===== src/rtl/tile_loader.sv =====
// Streams the tile set from the SD byte interface into tile RAM, two 4-bit pixels per byte.
// Optional TILE_LOADER_CHECKSUM_EN adds a 16-bit running sum of accepted bytes.
module tile_loader #(
  parameter logic [23:0] TILE_BASE_ADDR = 24'h000014,
  parameter int unsigned NUM_SECTORS    = 4,
  parameter int unsigned NUM_PIXELS     = 3872
) (
  input  logic        MasterCLK,
  input  logic        Reset,
  input  logic        Start,
  output logic        SD_ReadReq,
  output logic [23:0] SD_ReadAddress,
  input  logic        SD_ReadAck,
  input  logic        SD_ByteValid,
  input  logic [7:0]  SD_ByteData,
  output logic        TileWrEn,
  output logic [11:0] TileWrAddr,
  output logic [3:0]  TileWrData,
  output logic        Busy,
  output logic        Done,
`ifdef TILE_LOADER_CHECKSUM_EN
  output logic        Overrun,
  output logic [15:0] Checksum
`else
  output logic        Overrun
`endif
);

  localparam logic [2:0] StIdle = 3'd0;
  localparam logic [2:0] StReq  = 3'd1;
  localparam logic [2:0] StRecv = 3'd2;
  localparam logic [2:0] StWrLo = 3'd3;
  localparam logic [2:0] StDone = 3'd4;

  logic [2:0]  stateQ, stateD;
  logic [7:0]  sectorQ, sectorD;
  logic [9:0]  byteCntQ, byteCntD;
  logic [12:0] pixelQ, pixelD;
  logic [3:0]  loNibQ, loNibD;
  logic        reqQ, reqD;
  logic [23:0] addrQ, addrD;
  logic        wrEnQ, wrEnD;
  logic [11:0] wrAddrQ, wrAddrD;
  logic [3:0]  wrDataQ, wrDataD;
  logic        busyQ, busyD;
  logic        doneQ, doneD;
  logic        overrunQ, overrunD;

  logic [9:0]  byteNext;
  logic        pixelInRange;
  logic        startLoad;

  assign startLoad = Start && (stateQ == StIdle || stateQ == StDone);

  always_comb begin
    stateD   = stateQ;
    sectorD  = sectorQ;
    byteCntD = byteCntQ;
    pixelD   = pixelQ;
    loNibD   = loNibQ;
    reqD     = reqQ;
    addrD    = addrQ;
    wrEnD    = 1'b0;
    wrAddrD  = wrAddrQ;
    wrDataD  = wrDataQ;
    busyD    = busyQ;
    doneD    = doneQ;
    overrunD = overrunQ;
    // A strobe landing in StWrLo is dropped but still counted to keep sector framing.
    byteNext     = byteCntQ + {9'd0, SD_ByteValid};
    pixelInRange = pixelQ < 13'(NUM_PIXELS);

    unique case (stateQ)
      StIdle, StDone: begin
        if (startLoad) begin
          stateD   = StReq;
          sectorD  = 8'd0;
          byteCntD = 10'd0;
          pixelD   = 13'd0;
          overrunD = 1'b0;
          doneD    = 1'b0;
          busyD    = 1'b1;
          reqD     = 1'b1;
          addrD    = TILE_BASE_ADDR;
        end
      end
      StReq: begin
        if (SD_ReadAck) begin
          reqD     = 1'b0;
          byteCntD = 10'd0;
          stateD   = StRecv;
        end
      end
      StRecv: begin
        if (SD_ByteValid) begin
          byteCntD = byteCntQ + 10'd1;
          loNibD   = SD_ByteData[3:0];
          wrEnD    = pixelInRange;
          if (pixelInRange) begin
            wrAddrD = pixelQ[11:0];
            wrDataD = SD_ByteData[7:4];
          end
          pixelD = pixelQ + 13'd1;
          stateD = StWrLo;
        end
      end
      StWrLo: begin
        wrEnD = pixelInRange;
        if (pixelInRange) begin
          wrAddrD = pixelQ[11:0];
          wrDataD = loNibQ;
        end
        pixelD   = pixelQ + 13'd1;
        byteCntD = byteNext;
        if (SD_ByteValid) overrunD = 1'b1;
        if (byteNext == 10'd512) begin
          if (sectorQ == 8'(NUM_SECTORS - 1)) begin
            stateD = StDone;
            busyD  = 1'b0;
            doneD  = 1'b1;
          end else begin
            sectorD = sectorQ + 8'd1;
            addrD   = TILE_BASE_ADDR + {16'd0, sectorQ + 8'd1};
            reqD    = 1'b1;
            stateD  = StReq;
          end
        end else begin
          stateD = StRecv;
        end
      end
      default: stateD = StIdle;
    endcase
  end

  always_ff @(posedge MasterCLK) begin
    if (Reset) begin
      stateQ   <= StIdle;
      sectorQ  <= '0;
      byteCntQ <= '0;
      pixelQ   <= '0;
      loNibQ   <= '0;
      reqQ     <= 1'b0;
      addrQ    <= '0;
      wrEnQ    <= 1'b0;
      wrAddrQ  <= '0;
      wrDataQ  <= '0;
      busyQ    <= 1'b0;
      doneQ    <= 1'b0;
      overrunQ <= 1'b0;
    end else begin
      stateQ   <= stateD;
      sectorQ  <= sectorD;
      byteCntQ <= byteCntD;
      pixelQ   <= pixelD;
      loNibQ   <= loNibD;
      reqQ     <= reqD;
      addrQ    <= addrD;
      wrEnQ    <= wrEnD;
      wrAddrQ  <= wrAddrD;
      wrDataQ  <= wrDataD;
      busyQ    <= busyD;
      doneQ    <= doneD;
      overrunQ <= overrunD;
    end
  end

  assign SD_ReadReq     = reqQ;
  assign SD_ReadAddress = addrQ;
  assign TileWrEn       = wrEnQ;
  assign TileWrAddr     = wrAddrQ;
  assign TileWrData     = wrDataQ;
  assign Busy           = busyQ;
  assign Done           = doneQ;
  assign Overrun        = overrunQ;

`ifdef TILE_LOADER_CHECKSUM_EN
  logic [15:0] sumQ, sumD;

  always_comb begin
    sumD = sumQ;
    if (startLoad) begin
      sumD = 16'd0;
    end else if (stateQ == StRecv && SD_ByteValid) begin
      sumD = sumQ + {8'd0, SD_ByteData};
    end
  end

  always_ff @(posedge MasterCLK) begin
    if (Reset) sumQ <= '0;
    else       sumQ <= sumD;
  end

  assign Checksum = sumQ;
`endif

endmodule


===== config.mk =====
export PLATFORM = sky130hd
export DESIGN_NAME = tile_loader
export DESIGN_NICKNAME = d
export VERILOG_FILES = /design/src/rtl/tile_loader.sv
export SDC_FILE = /design/constraint.sdc
export NUM_CORES = 1
export LEC_CHECK = 0
export CAP_MARGIN = 20
export CORE_UTILIZATION = 25
export DETAILED_ROUTE_END_ITERATION = 10
export SLEW_MARGIN = 20
export SYNTH_ARGS = -nofsm -noshare
export SYNTH_HDL_FRONTEND = slang
export SYNTH_SLANG_ARGS = --single-unit

===== constraint.sdc =====
create_clock -name MasterCLK -period 2.6 [get_ports MasterCLK]
set_clock_uncertainty 0.2 [all_clocks]
set_input_delay 0.65 -clock MasterCLK [delete_from_list [all_inputs] [get_ports MasterCLK]]
set_output_delay 0.65 -clock MasterCLK [all_outputs]
set_load 0.005 [all_outputs]

Word-level counts from Yosys, hierarchy flattened
Cells that the tools add are included.

Register bits after elaboration: 83. Bits of input ports: 13.

$add $sub $neg: 5. Order comparisons: 1. Equality and inequality tests: 15. Muxes and demuxes: 44. Reduce and logical (&&, ||, !) cells: 19.

Operators by type and width (number): two-way mux 24 bit (3); one-hot mux 24 bit (2 select lines) (1); one-hot mux 10 bit (4 select lines) (1); one-hot mux 13 bit (3 select lines) (1); two-way mux 10 bit (3); two-way mux 13 bit (2); two-way mux 12 bit (2); two-way mux 8 bit (3); one-hot mux 12 bit (2 select lines) (1); != test 2 bit, second input constant (9); one-hot mux 8 bit (2 select lines) (1); AND reduction 4 bit (4); two-way mux 3 bit (5); adder 13 x 1 -> 13 bit, second input constant (1); less-than comparator 13 x 12 -> 1 bit, second input constant (1); two-way mux 4 bit (3); one-hot mux 3 bit (4 select lines) (1); two-way mux 1 bit (11); adder 10 x 1 -> 10 bit (1); adder 10 x 1 -> 10 bit, second input constant (1); equality test 10 bit, second input constant (1); adder 5 x 8 -> 9 bit, first input constant (1); AND reduction 3 bit (3); adder 8 x 1 -> 8 bit, second input constant (1); 16 further kinds (23).

Longest topological paths before layout
Depth in word-level cells: 5. Gate-level depth with buffers: 8. Gate-level depth less buffers: 8.

Worst setup path before layout
Ideal clock, no wire load.

Kind: input to register. Start: input SD_ByteValid. End: register addrQ[6] (netlist: SD_ReadAddress[6]). Library setup time: 0.070 ns. Arrival time: 2.464 ns. Data required time: 2.330 ns. Setup slack: -0.135 ns. Stages on the path: 8. Buffers on the path: 0. Cells stage by stage: ha_1 ha_1 nand3_1 o21a_1 nor3_4 nand3_4 or4b_1 a21oi_1.

Cells in the longest elaborated chain, start to end: 4.

RTL lines: start, declared (line 14) `input logic SD_ByteValid,`; adder 10 x 1 -> 10 bit (line 70) `byteNext = byteCntQ + {9'd0, SD_ByteValid};`; equality test 10 bit (line 116) `if (byteNext == 10'd512) begin`; != test 2 bit (no line); AND reduction 4 bit (no line); end signal, assigned (line 157) `addrQ <= addrD;`; end, declared (line 41) `logic [23:0] addrQ, addrD;`.

No other way between the ends. A chain may end at the register's enable or synchronous reset.

Worst setup path after layout
Same ends and word-level chain as after synthesis.

==> impl_metrics.ini <==
[route]
final_antenna_net_count = 0
drt_wl_total_um = 9360
route.detailed.drc = 0
vias = 3364
vias_per_cell = 4.91
initialDrtViolationCount = 136
drtPass1Iterations = 4
wl_per_cell_um = 13.7

[yosys]
synth_edf_count = 0
synth-seq-cells = 66
synthArstFlopShare = 0
synth_area_per_cell_um2 = 8.00
synth_cell_types = 57
synthCells = 452
ys_warn_count = 0
synth_flop_cell = dfxtp_1
syn-cell-area_um2 = 3620
ys_seq_area_frac = 0.365

[sta]
post-route-period-util = 0.926
hold_ws_ns = 0.256
rsz0062_at_grt = no
fin_crit_ns = 2.41
timing.final.ws_setup_ns = 0.194
fmax_ghz = 0.416
tightest_slew_ns = 0.501
drv_slew = 0
setup_viol = 0
max_slew_margin = 0.665
hold_viol = 0
timing.setup.tns_ns = 0

[global_route]
grt_pass1_wl_um = 15500
antenna_found_initial = 0
overflow = 0
grt_max_degree = 26
grt_usage = 0.131
first_global_vias = 3108

[run_status]
status = finished clean

[finish]
n_antenna_cell = 0
layout.nets = 520
final_layout_size_suffix_gt1_frac = 0.135
fillers = 1505
areaGrowthSynthToFinish_pct = 27.6

[clocking]
root_buffer = clkbuf_16
cts_tree = yes
clock-sinks = 66
cts_made_buffers = 9
cts-hold-fix-buffers = 0
clk_latency_ns = 0.32
htreeDepth = 3
clk_path_buf_depth = 2
clk_pin_slew_ns = 0.06

[placed_design]
gp_congestion = 0.823
pre_cts_ws_ns = -0.588
dp_hpwl_um = 6720
port_buffers = 42

[power]
p_sw_frac = 0.248
clockPowerShare = 0.469
irDropWorstVdd_mv = 0.275
p_int_w = 0.00192
p_comb_frac = 0.117
powerDensity_nw_per_um2 = 554
leakage_nw = 1.63
pwr-share-seq = 0.414
power_switching_w = 0.000635

[setup_path]
crit_path_max_fanout = 7
worst_setup_path_end_kind = flip-flop
setup.worst_path.class = input port to flip-flop
cp.arrival_ns = 2.47
cp.required_ns = 2.66
worstSetupStartpointType = input port

[floorplan]
die_height_um = 122
design.die.area_um2 = 14900
initial_utilization = 0.258
die_w_um = 122
core_um2 = 14000
io_pins = 58
rows = 43

[worst_hold_path]
hp-class = flip-flop to flip-flop

[run]
drv_cap = 0
==> cell usage in the layout, fill, tap and decap left out, types with 3 or more instances in the layout <==
| cell | count |
|---|---|
| nor3_1 | 5 |
| clkdlybuf4s50_1 | 41 |
| nor4_1 | 3 |
| or3_1 | 5 |
| nor2_1 | 49 |
| nand2b_1 | 3 |
| and2_1 | 3 |
| buf_4 | 28 |
| conb_1 | 15 |
| clkbuf_16 | 9 |
| or4_1 | 3 |
| a311oi_1 | 7 |
| o21a_1 | 3 |
| o21ai_0 | 22 |
| a22oi_1 | 3 |
| a21oi_1 | 38 |
| nand4_1 | 8 |
| a221oi_1 | 3 |
| and3_1 | 6 |
| inv_1 | 14 |
| xor2_1 | 12 |
| mux2i_1 | 7 |
| dfxtp_1 | 65 |
| a31oi_1 | 3 |
| xnor2_1 | 8 |
| nand2_1 | 60 |
| o32ai_1 | 3 |
| ha_1 | 4 |
| nand4_2 | 3 |
| o22ai_1 | 8 |
| nand3_1 | 16 |
| o31ai_1 | 3 |
==> metrics by stage <==
stage	area [um^2]	instances	power, W	utilization
detailed placement	4280	669	0.00138	0.306
CTS	4620	685	0.00259	0.330
global route	4610	685	0.00267	0.330
floorplan	3690	466	0.00126	-
global placement	4280	669	0.00137	0.306
finish	4610	685	0.00256	0.330
==> cells in the mapped netlist (2+ instances only) <==
master | instances | area, um^2
a211oi_1 | 2 | 15.0
nand4_2 | 3 | 37.5
nor2_1 | 49 | 184
buf_6 | 3 | 33.8
a311oi_1 | 7 | 61.3
nor3_1 | 6 | 30.0
or3_1 | 5 | 31.3
a31oi_1 | 3 | 18.8
o21a_1 | 3 | 22.5
and3_1 | 6 | 37.5
buf_4 | 21 | 158
a22oi_1 | 3 | 22.5
o311ai_0 | 2 | 17.5
and2_1 | 3 | 18.8
and4_1 | 2 | 17.5
mux2i_1 | 7 | 70.1
o21ai_0 | 23 | 115
nand3_1 | 17 | 85.1
o31ai_1 | 3 | 22.5
nor2b_1 | 2 | 12.5
or4b_1 | 2 | 20.0
xnor2_1 | 8 | 70.1
inv_1 | 14 | 52.6
or4_1 | 3 | 22.5
xor2_1 | 12 | 105
buf_2 | 5 | 25.0
nand2_1 | 60 | 225
o22ai_1 | 8 | 50.1
a21oi_1 | 38 | 190
ha_1 | 6 | 75.1
dfxtp_1 | 66 | 1320
a221oi_1 | 3 | 26.3
nor4_1 | 3 | 18.8
clkbuf_1 | 19 | 71.3
nand4_1 | 8 | 50.1
nand2b_1 | 3 | 18.8
a31o_2 | 2 | 17.5
o32ai_1 | 3 | 26.3
==> cell type report <==
class	instances	area, um^2	share of cell area
flip-flops and latches	66	1320	0.287
repair buffers	72	666	0.144
well taps	180	225	0.0488
multi-input cells	338	2050	0.445
clock buffers	10	239	0.0518
inverters	14	52.6	0.0114
clock inverters	5	55.1	0.0119
==> path summary, 6_finish.rpt <==
path	start	to	slack [ns]	cells past startpoint
max reg2reg	sectorQ[2]	SD_ReadAddress[5]	0.21	7
min reg2reg	TileWrAddr[6]	TileWrAddr[6]	0.26	2
max	SD_ByteValid	SD_ReadAddress[6]	0.19	8
min	TileWrAddr[6]	TileWrAddr[6]	0.26	2
==> kinds of logic after synthesis <==
| family | count (synthesis) | synth area share |
|---|---|---|
| xor gates and xnor gates | 20 | 0.0484 |
| adders and majority gates | 6 | 0.0208 |
| other | 1 | 0.00104 |
| AOI/OAI and AO/OA | 110 | 0.202 |
| and+or+nand+nor | 180 | 0.248 |
| DFF | 66 | 0.365 |
| muxes | 7 | 0.0194 |
| buffers and inverters | 62 | 0.0941 |
==> power groups by stage <==
stage,Combinational (W),Sequential (W),Clock (W)
final,0.000298,0.00106,0.00120
after global placement,0.000295,0.00108,0
after global routing,0.000331,0.00106,0.00128
after detailed placement,0.000299,0.00108,0
after floorplan,0.000189,0.00107,0
after CTS,0.000303,0.00106,0.00123
==> worst max-delay path: stages <==
cell and delay (ns):
clkbuf_2 0.12, ha_4 0.19, and4_4 0.21, a2111oi_4 0.34
a41o_2 0.21, nand3_4 0.11, or4b_1 0.52, a21oi_1 0.12
==> layer usage <==
layer	up-vias	global-route usage	share of wire	wire (um)
met3	7	0.0344	0.057	533
met5	-	0	0	0
met1	1593	0.173	0.48	4480
li1	1677	-	-	-
met2	87	0.208	0.45	4250
met4	0	0.0381	0.010	97
==> flip-flops by register name, summed over array words and instances (netlist names), 3 cells and up <==
register        cells
loNibQ              4
SD_ReadAddress      7
stateQ              3
TileWrData          4
byteCntQ           10
pixelQ             13
sectorQ             8
TileWrAddr         12
==> repair_timing <==
action / in CTS / in global routing
gates resized for setup: 3 / 4
pin swaps: 0 / 2
setup endpoints to repair: 20 / 7
buffers inserted: 1 / 0
gates cloned: 0 / 0
(Power assumes the default switching activity.)
